===== src/rtl/cpu_pkg.sv =====
// -----------------------------------------------------------------------------
// cpu_pkg
//   Shared CPU definitions used by the ALU self-test engine.
//   Contents:
//     - ALU opcode encodings ALU_ADD..ALU_SLTU (4-bit alu_control values)
//     - BIST constants: MISR polynomial and operand-B mask
//     - bist_state_t : BIST controller FSM states (exported for debug)
//     - lfsr_mode_t  : feedback form selector for bist_lfsr32
//     - helper functions for the LFSR / MISR steps and operand-B derivation
// -----------------------------------------------------------------------------
package cpu_pkg;

    // ALU opcode encodings as seen on alu_control
    localparam logic [3:0] ALU_ADD  = 4'b0000;
    localparam logic [3:0] ALU_SUB  = 4'b0001;
    localparam logic [3:0] ALU_AND  = 4'b0010;
    localparam logic [3:0] ALU_OR   = 4'b0011;
    localparam logic [3:0] ALU_XOR  = 4'b0100;
    localparam logic [3:0] ALU_SLL  = 4'b0101;
    localparam logic [3:0] ALU_SRL  = 4'b0110;
    localparam logic [3:0] ALU_SRA  = 4'b0111;
    localparam logic [3:0] ALU_SLT  = 4'b1000;
    localparam logic [3:0] ALU_SLTU = 4'b1001;

    // Self-test constants
    localparam logic [31:0] BIST_MISR_POLY = 32'h04C1_1DB7;
    localparam logic [31:0] BIST_B_MASK    = 32'h5A5A_5A5A;

    typedef enum logic [1:0] {
        BIST_IDLE = 2'd0,
        BIST_RUN  = 2'd1,
        BIST_DONE = 2'd2
    } bist_state_t;

    typedef enum logic {
        LFSR_FIBONACCI = 1'b0,
        LFSR_GALOIS    = 1'b1
    } lfsr_mode_t;

    // Fibonacci step, taps 32/22/2/1
    function automatic logic [31:0] fib_step(input logic [31:0] l);
        return {l[30:0], l[31] ^ l[21] ^ l[1] ^ l[0]};
    endfunction

    // Galois shift-left step with data absorption
    function automatic logic [31:0] galois_step(input logic [31:0] m,
                                                input logic [31:0] poly,
                                                input logic [31:0] d);
        return {m[30:0], 1'b0} ^ (m[31] ? poly : 32'h0) ^ d;
    endfunction

    // Operand B is a half-word swap of operand A, scrambled with a fixed mask
    function automatic logic [31:0] bist_operand_b(input logic [31:0] a);
        return {a[15:0], a[31:16]} ^ BIST_B_MASK;
    endfunction

endpackage


===== src/rtl/alu_bist_if.sv =====
// -----------------------------------------------------------------------------
// alu_bist_if
//   EX-stage ALU operand/opcode interface.
//   Signals:
//     alu_a, alu_b  32  operands, driven by the stimulus side
//     alu_control   4   opcode, driven by the stimulus side
//     alu_result    32  result, driven by the ALU (combinational)
//     alu_zero      1   zero flag, driven by the ALU
//   Modports:
//     master : stimulus/response side (the BIST engine)
//     slave  : the ALU
//   Handshake: none. The ALU is purely combinational; the master presents a
//   vector on one rising edge and samples result/zero on the next one.
// -----------------------------------------------------------------------------
interface alu_bist_if;
    logic [31:0] alu_a;
    logic [31:0] alu_b;
    logic [3:0]  alu_control;
    logic [31:0] alu_result;
    logic        alu_zero;

    modport master (
        output alu_a,
        output alu_b,
        output alu_control,
        input  alu_result,
        input  alu_zero
    );

    modport slave (
        input  alu_a,
        input  alu_b,
        input  alu_control,
        output alu_result,
        output alu_zero
    );
endinterface


===== src/rtl/bist_lfsr32.sv =====
// -----------------------------------------------------------------------------
// bist_lfsr32
//   32-bit shift register with selectable feedback, used both as the operand
//   generator (Fibonacci, din tied to 0) and as the response compactor
//   (Galois MISR, din = absorbed data).
//   Parameters:
//     MODE       LFSR_FIBONACCI (taps 32/22/2/1) or LFSR_GALOIS (POLY)
//     POLY       Galois feedback polynomial
//     RESET_VAL  value taken on asynchronous reset
//   Ports:
//     clk       in   1   rising-edge clock
//     rst_n     in   1   asynchronous active-low reset
//     load      in   1   synchronous load of load_val (priority over en)
//     load_val  in   32  value to load
//     en        in   1   advance one step
//     din       in   32  data XORed into the next state
//     q         out  32  current state
// -----------------------------------------------------------------------------
module bist_lfsr32
    import cpu_pkg::*;
#(
    parameter lfsr_mode_t  MODE      = LFSR_FIBONACCI,
    parameter logic [31:0] POLY      = BIST_MISR_POLY,
    parameter logic [31:0] RESET_VAL = 32'h0000_0001
) (
    input  logic        clk,
    input  logic        rst_n,
    input  logic        load,
    input  logic [31:0] load_val,
    input  logic        en,
    input  logic [31:0] din,
    output logic [31:0] q
);

    logic [31:0] q_next;

    always_comb begin
        q_next = q;
        if (MODE == LFSR_GALOIS) begin
            q_next = galois_step(q, POLY, din);
        end else begin
            q_next = fib_step(q) ^ din;
        end
    end

    always_ff @(posedge clk or negedge rst_n) begin
        if (!rst_n) begin
            q <= RESET_VAL;
        end else if (load) begin
            q <= load_val;
        end else if (en) begin
            q <= q_next;
        end
    end

endmodule


===== src/rtl/alu_bist.sv =====
// -----------------------------------------------------------------------------
// alu_bist
//   Built-in self-test engine for the EX-stage ALU. On start it sweeps
//   NUM_VECTORS pseudo-random operand pairs through opcodes 0..NUM_OPS-1,
//   compacts every {result, zero} response into a 32-bit MISR and, at the end
//   of the run, compares the signature with GOLDEN_SIG.
//
//   Parameters:
//     NUM_VECTORS  vectors per run (>=1)
//     NUM_OPS      opcodes swept (wrap counter 0..NUM_OPS-1)
//     LFSR_SEED    operand LFSR seed (0 is replaced by 1)
//     GOLDEN_SIG   expected final signature
//   Ports:
//     clk          in   1   rising-edge clock
//     rst_n        in   1   asynchronous active-low reset
//     start        in   1   run request, honoured in IDLE/DONE only
//     busy         out  1   run in progress (exactly NUM_VECTORS cycles)
//     done         out  1   run finished, held until next start or reset
//     pass         out  1   valid while done; signature matched GOLDEN_SIG
//     signature    out  32  current MISR state
//     fsm_state    out  2   controller state, for debug/observation
//     err_inject   in   1   (ALU_BIST_ERRINJ_EN only) flip bit 0 of the
//                           absorbed response while high in RUN
//     alu          master modport of alu_bist_if (operands/opcode out,
//                  result/zero in)
//   Configuration macro: ALU_BIST_ERRINJ_EN (adds err_inject).
// -----------------------------------------------------------------------------
module alu_bist
    import cpu_pkg::*;
#(
    parameter int unsigned NUM_VECTORS = 256,
    parameter int unsigned NUM_OPS     = 10,
    parameter logic [31:0] LFSR_SEED   = 32'hACE1_2468,
    parameter logic [31:0] GOLDEN_SIG  = 32'h0000_0000
) (
    input  logic              clk,
    input  logic              rst_n,
    input  logic              start,
    output logic              busy,
    output logic              done,
    output logic              pass,
    output logic [31:0]       signature,
    output bist_state_t       fsm_state,
`ifdef ALU_BIST_ERRINJ_EN
    input  logic              err_inject,
`endif
    alu_bist_if.master        alu
);

    localparam int          IDX_W    = $clog2(NUM_VECTORS + 1);
    localparam logic [31:0] SEED_EFF = (LFSR_SEED == 32'h0) ? 32'h0000_0001 : LFSR_SEED;
    localparam logic [IDX_W-1:0] LAST_IDX = IDX_W'(NUM_VECTORS - 1);
    localparam logic [3:0]  LAST_OP  = 4'(NUM_OPS - 1);

    bist_state_t      state, state_next;
    logic [IDX_W-1:0] idx, idx_next;

    logic             busy_next, done_next, pass_next;
    logic [31:0]      a_next, b_next;
    logic [3:0]       ctrl_next;

    logic             lfsr_load, lfsr_en;
    logic             misr_load, misr_en;
    logic [31:0]      lfsr_q;
    logic [31:0]      absorb;
    logic [31:0]      misr_next;

    assign fsm_state = state;

    // Response word absorbed into the MISR this cycle
`ifdef ALU_BIST_ERRINJ_EN
    assign absorb = alu.alu_result ^ {31'b0, alu.alu_zero ^ err_inject};
`else
    assign absorb = alu.alu_result ^ {31'b0, alu.alu_zero};
`endif

    // The operand LFSR runs one step ahead of the presented vector: on start
    // it is loaded with step(seed) while vector 0 is built from the seed
    // itself, so on every RUN edge lfsr_q already holds the next vector's
    // source and no combinational look-ahead port is needed.
    bist_lfsr32 #(
        .MODE      (LFSR_FIBONACCI),
        .POLY      (BIST_MISR_POLY),
        .RESET_VAL (SEED_EFF)
    ) u_operand_lfsr (
        .clk      (clk),
        .rst_n    (rst_n),
        .load     (lfsr_load),
        .load_val (fib_step(SEED_EFF)),
        .en       (lfsr_en),
        .din      (32'h0),
        .q        (lfsr_q)
    );

    bist_lfsr32 #(
        .MODE      (LFSR_GALOIS),
        .POLY      (BIST_MISR_POLY),
        .RESET_VAL (32'h0)
    ) u_misr (
        .clk      (clk),
        .rst_n    (rst_n),
        .load     (misr_load),
        .load_val (32'h0),
        .en       (misr_en),
        .din      (absorb),
        .q        (signature)
    );

    // Same step the MISR takes this edge; needed to decide pass together
    // with the final absorption.
    assign misr_next = galois_step(signature, BIST_MISR_POLY, absorb);

    // Next-state and output-register logic
    always_comb begin
        state_next = state;
        idx_next   = idx;
        busy_next  = busy;
        done_next  = done;
        pass_next  = pass;
        a_next     = alu.alu_a;
        b_next     = alu.alu_b;
        ctrl_next  = alu.alu_control;
        lfsr_load  = 1'b0;
        lfsr_en    = 1'b0;
        misr_load  = 1'b0;
        misr_en    = 1'b0;

        case (state)
            BIST_IDLE, BIST_DONE: begin
                if (start) begin
                    state_next = BIST_RUN;
                    idx_next   = '0;
                    busy_next  = 1'b1;
                    done_next  = 1'b0;
                    pass_next  = 1'b0;
                    a_next     = SEED_EFF;
                    b_next     = bist_operand_b(SEED_EFF);
                    ctrl_next  = 4'd0;
                    lfsr_load  = 1'b1;
                    misr_load  = 1'b1;
                end
            end

            BIST_RUN: begin
                misr_en = 1'b1;
                lfsr_en = 1'b1;
                if (idx == LAST_IDX) begin
                    state_next = BIST_DONE;
                    busy_next  = 1'b0;
                    done_next  = 1'b1;
                    pass_next  = (misr_next == GOLDEN_SIG);
                    a_next     = 32'h0;
                    b_next     = 32'h0;
                    ctrl_next  = 4'd0;
                end else begin
                    idx_next  = idx + IDX_W'(1);
                    a_next    = lfsr_q;
                    b_next    = bist_operand_b(lfsr_q);
                    // Opcode wrap counter: no divider needed for mod NUM_OPS
                    ctrl_next = (alu.alu_control == LAST_OP) ? 4'd0
                                                             : alu.alu_control + 4'd1;
                end
            end

            default: begin
                state_next = BIST_IDLE;
            end
        endcase
    end

    // State register
    always_ff @(posedge clk or negedge rst_n) begin
        if (!rst_n) begin
            state <= BIST_IDLE;
        end else begin
            state <= state_next;
        end
    end

    // Counter and registered outputs
    always_ff @(posedge clk or negedge rst_n) begin
        if (!rst_n) begin
            idx             <= '0;
            busy            <= 1'b0;
            done            <= 1'b0;
            pass            <= 1'b0;
            alu.alu_a       <= 32'h0;
            alu.alu_b       <= 32'h0;
            alu.alu_control <= 4'd0;
        end else begin
            idx             <= idx_next;
            busy            <= busy_next;
            done            <= done_next;
            pass            <= pass_next;
            alu.alu_a       <= a_next;
            alu.alu_b       <= b_next;
            alu.alu_control <= ctrl_next;
        end
    end

endmodule


===== src/flat_wrapper.sv =====
// flat-port wrapper written by rule: the top's interface ports become plain ports
module alu_bist_flat import cpu_pkg::*;
#(
    parameter int unsigned NUM_VECTORS = 256,
    parameter int unsigned NUM_OPS     = 10,
    parameter logic [31:0] LFSR_SEED   = 32'hACE1_2468,
    parameter logic [31:0] GOLDEN_SIG  = 32'h0000_0000
)
  (clk, rst_n, start, busy, done, pass, signature, fsm_state, alu_alu_a, alu_alu_b, alu_alu_control, alu_alu_result, alu_alu_zero);
  alu_bist_if alu_i ();
  input  logic clk;
  input  logic rst_n;
  input  logic start;
  output logic busy;
  output logic done;
  output logic pass;
  output logic [31:0] signature;
  output bist_state_t fsm_state;
  output wire logic [$bits(alu_i.alu_a)-1:0] alu_alu_a;
  output wire logic [$bits(alu_i.alu_b)-1:0] alu_alu_b;
  output wire logic [$bits(alu_i.alu_control)-1:0] alu_alu_control;
  input wire logic [$bits(alu_i.alu_result)-1:0] alu_alu_result;
  input wire logic [$bits(alu_i.alu_zero)-1:0] alu_alu_zero;
  assign alu_alu_a = alu_i.alu_a;
  assign alu_alu_b = alu_i.alu_b;
  assign alu_alu_control = alu_i.alu_control;
  assign alu_i.alu_result = alu_alu_result;
  assign alu_i.alu_zero = alu_alu_zero;
  alu_bist #(.NUM_VECTORS(NUM_VECTORS), .NUM_OPS(NUM_OPS), .LFSR_SEED(LFSR_SEED), .GOLDEN_SIG(GOLDEN_SIG)) u_core (.clk(clk), .rst_n(rst_n), .start(start), .busy(busy), .done(done), .pass(pass), .signature(signature), .fsm_state(fsm_state), .alu(alu_i));
endmodule

===== config.mk =====
export PLATFORM = sky130hd
export DESIGN_NAME = alu_bist_flat
export DESIGN_NICKNAME = d
export VERILOG_FILES = /design/src/rtl/cpu_pkg.sv /design/src/rtl/alu_bist_if.sv /design/src/rtl/bist_lfsr32.sv /design/src/rtl/alu_bist.sv /design/src/flat_wrapper.sv
export SDC_FILE = /design/constraint.sdc
export NUM_CORES = 1
export LEC_CHECK = 0
export CAP_MARGIN = 20
export CORE_ASPECT_RATIO = 1.75
export CORE_MARGIN = 3
export CORE_UTILIZATION = 30
export DETAILED_ROUTE_END_ITERATION = 12
export DONT_BUFFER_PORTS = 1
export PLACE_DENSITY = 0.53
export SLEW_MARGIN = 20
export SYNTH_ARGS = -nofsm -noshare
export SYNTH_HDL_FRONTEND = slang
export SYNTH_SLANG_ARGS = --single-unit

===== constraint.sdc =====
create_clock -name clk -period 2.8 [get_ports clk]
set_input_delay 0.56 -clock clk [delete_from_list [all_inputs] [get_ports clk]]
set_output_delay 0.56 -clock clk [all_outputs]
set_load 0.02 [all_outputs]

==> flow_summary.toml <==
[die]
start_util_pct = 30.8
num_rows = 65
die_y_um = 186
core_sq_um = 18100
die_x_um = 109
dieArea_sq_um = 20300
ios = 141

[detailed_routing]
drtIter0Drc = 236
drc = 0
vias_per_cell = 5.19
firstDrtPassIters = 4
wire_per_inst_um = 20.5
via_count = 3729
wl_mm = 14.7
ant_nets = 0

[sta]
tightest_slew_ns = 0.651
drv_slew = 0
fin_setup_tns_ns = 0
fin_ws_ns = 0.538
post-route-period-util_pct = 80.8
final.min_clock_period_ns = 2.26
skew_ns = 0.0150
finalHoldViolations = 117
setup_violations = 0
fmax_mhz = 442
rsz0062_at_grt = "false"
slew_headroom_pct = 56.5
hold_ws_ns = -0.167

[worst_setup_path]
critPathMaxFanout = 9
crit_start = "u_core.idx[0]"
critPathMaxStageDelay_ns = 0.41
end_kind = "flop"
r2r_slack_ns = 0.54
crit_required_ns = 3.14
crit_slowest_cell = "dfrtp_1"
cpMostUsedCell = "ha_1"
crit_arrival_ns = 2.60
crit_path_end = "u_core.idx[5]"
criticalPathCategory = "reg2reg"
reg2regPathDepth = 8
startpoint_type = "flop"
r2r_start = "u_core.idx[0]"
reg2reg_to = "u_core.idx[5]"
crit_chain = "ha_1 > nand3_1 > nor2_1 > ha_1 > nor3b_4 > o2111ai_1 > or3_1 > a21oi_1"

[logic_synthesis]
syn_nets = 528
yosys.area.top_type = "dfrtp_1"
synth.distinct_cells = 37
postSynthCellCount = 488
syn-cell-area_sq_um = 5580
synth-edff-count = 0
yosysTopAreaCellShare_pct = 52.5
yosys_warnings = 0
ys_dominant_reg_cell = "dfrtp_1"
ys_seq_elements = 130
yosysSeqAreaShare_pct = 58.6
async_flop_share_pct = 100
synth.avg_cell_area_sq_um = 11.4
yosys-top-cells-area = "dfrtp_1, a22o_1, dfstp_2, xor2_1, o21ai_0"

[job]
maxCapViolations = 0

[clock_network]
clkTransAtPathRegs_ns = 0.06
htree_num_levels = 4
cts_root_buf = "clkbuf_16"
numCtsBuffers = 17
cts_tree = "yes"
cts_sinks = 130
cts_setup_buffers = 0
worstSkewPairLatency_ns = 0.41
cts-resized-gates = 0
clk_path_buf_depth = 2

[finish]
antenna_cells = 0
final_core_util_pct = 35.0
area_growth_pct = 13.9
fin_nets = 511
drive_above_1_share_pct = 12.6
finalNonFillerCells = 718
design_area_sq_um = 6350

[status]
status = "finished with violations"
violations = "negative hold slack"

[power]
cellLeakagePower_nw = 2.69
p_per_area_nw_per_um2 = 1410
p_total_mw = 8.97
ir_drop_uv = 514

[place]
dp_slack_ns = 0.571
dp_hpwl_mm = 10.1
io_buffers = 0
placed_cell_area_sq_um = 5740
gp_congestion = 0.743
placed_cells = 686

[grt]
grt_pass1_vias = 4025
grt_pass1_wl_mm = 22.8
antenna_found_initial = 0
grt_max_degree = 131
grt.overflow.total = 0
grtUsageTotal_pct = 14.6

[min_path]
hold_path_class = "in2async"
[worst min-delay path by stage]
stage           from                    to  slack [ns]  cells past startpoint
2_1_floorplan  rst_n  u_core.alu.alu_a[11]        0.26                      0
3_3_place_gp   rst_n    u_core.u_misr.q[8]        0.27                      0
3_5_place_dp   rst_n   u_core.u_misr.q[12]        0.27                      0
4_1_cts        rst_n   u_core.u_misr.q[12]       -0.19                      0
5_1_grt        rst_n   u_core.u_misr.q[12]       -0.19                      0
6_report       rst_n    u_core.u_misr.q[4]       -0.17                      0
[cells by family (layout without fill, tap and decap cells)]
group	after synthesis	in the layout	share of synthesized area, %
adders and majority gates	4	4	0.897
DFF	130	130	58.6
AOI/OAI and AO/OA	145	145	18.1
xor gates and xnor gates	50	50	7.85
buffers and inverters	50	46	4.51
and+or+nand+nor	109	109	10.1
[where the power goes]
part	internal, mW	leakage (nW)	switching [mW]
Combinational	0.948	0.858	0.940
Sequential	2.84	1.54	1.93
Clock	1.44	0.294	0.870
[Yosys cell counts (2+ instances only)]
| cell | count |
|---|---|
| buf_1 | 10 |
| nand3_1 | 2 |
| ha_1 | 4 |
| buf_2 | 3 |
| o21ai_0 | 59 |
| o21ai_1 | 2 |
| nor3_1 | 3 |
| a22oi_1 | 2 |
| or4_1 | 4 |
| clkbuf_1 | 18 |
| dfstp_2 | 13 |
| nor2b_1 | 4 |
| o31ai_1 | 5 |
| nand2_1 | 48 |
| xnor2_1 | 15 |
| nor4_1 | 3 |
| or3_1 | 4 |
| buf_4 | 16 |
| nand2b_1 | 7 |
| o22a_1 | 12 |
| a21oi_1 | 4 |
| nor2_1 | 12 |
| xor2_1 | 35 |
| nand3b_1 | 11 |
| inv_1 | 3 |
| nand4_1 | 6 |
| a22o_1 | 56 |
| and3_1 | 2 |
| dfrtp_1 | 117 |
[critical path: cells and delay by family (launching register included)]
| family | cells | cell delay (ns) |
|---|---|---|
| compound gates | 2 | 0.42 |
| simple gates | 4 | 0.88 |
| flops | 1 | 0.41 |
| fa+ha+maj | 2 | 0.49 |
[registers in the layout, indices dropped and copies added, names as in the netlist]
signal                   cells
u_core.alu.alu_a            17
u_core.pass                  1
u_core.alu.alu_control       4
u_core.u_misr.q             32
u_core.fsm_state             2
u_core.done                  1
u_core.u_operand_lfsr.q     32
u_core.idx                   9
u_core.alu.alu_b            31
u_core.busy                  1
[metal layers]
metal  part of all wire, %  vias up  GRT usage, %
met1                    38     1882          16.3
met5                     0        -             0
met3                   9.4        9          5.26
met4                   1.3        0          5.20
li1                      -     1699             -
met2                    51      139          25.0
[final cells by class]
class	instances	area (sq um)
fillers	1779	11800
flip-flops and latches	130	3270
multi-input cells	308	2080
clock buffers	18	439
well taps	234	293
clock inverters	14	179
repair buffers	11	82.6
inverters	3	11.3
[placed cells by master (no fill, tap or decap), types with 11 or more instances in the layout]
cell,n
a22o_1,56
buf_4,11
clkbuf_16,17
dfrtp_1,117
dfstp_2,13
nand2_1,48
nand3b_1,11
nor2_1,11
o21ai_0,59
o22a_1,12
xnor2_1,15
xor2_1,35
No activity file was read; power rests on OpenSTA's default activity.
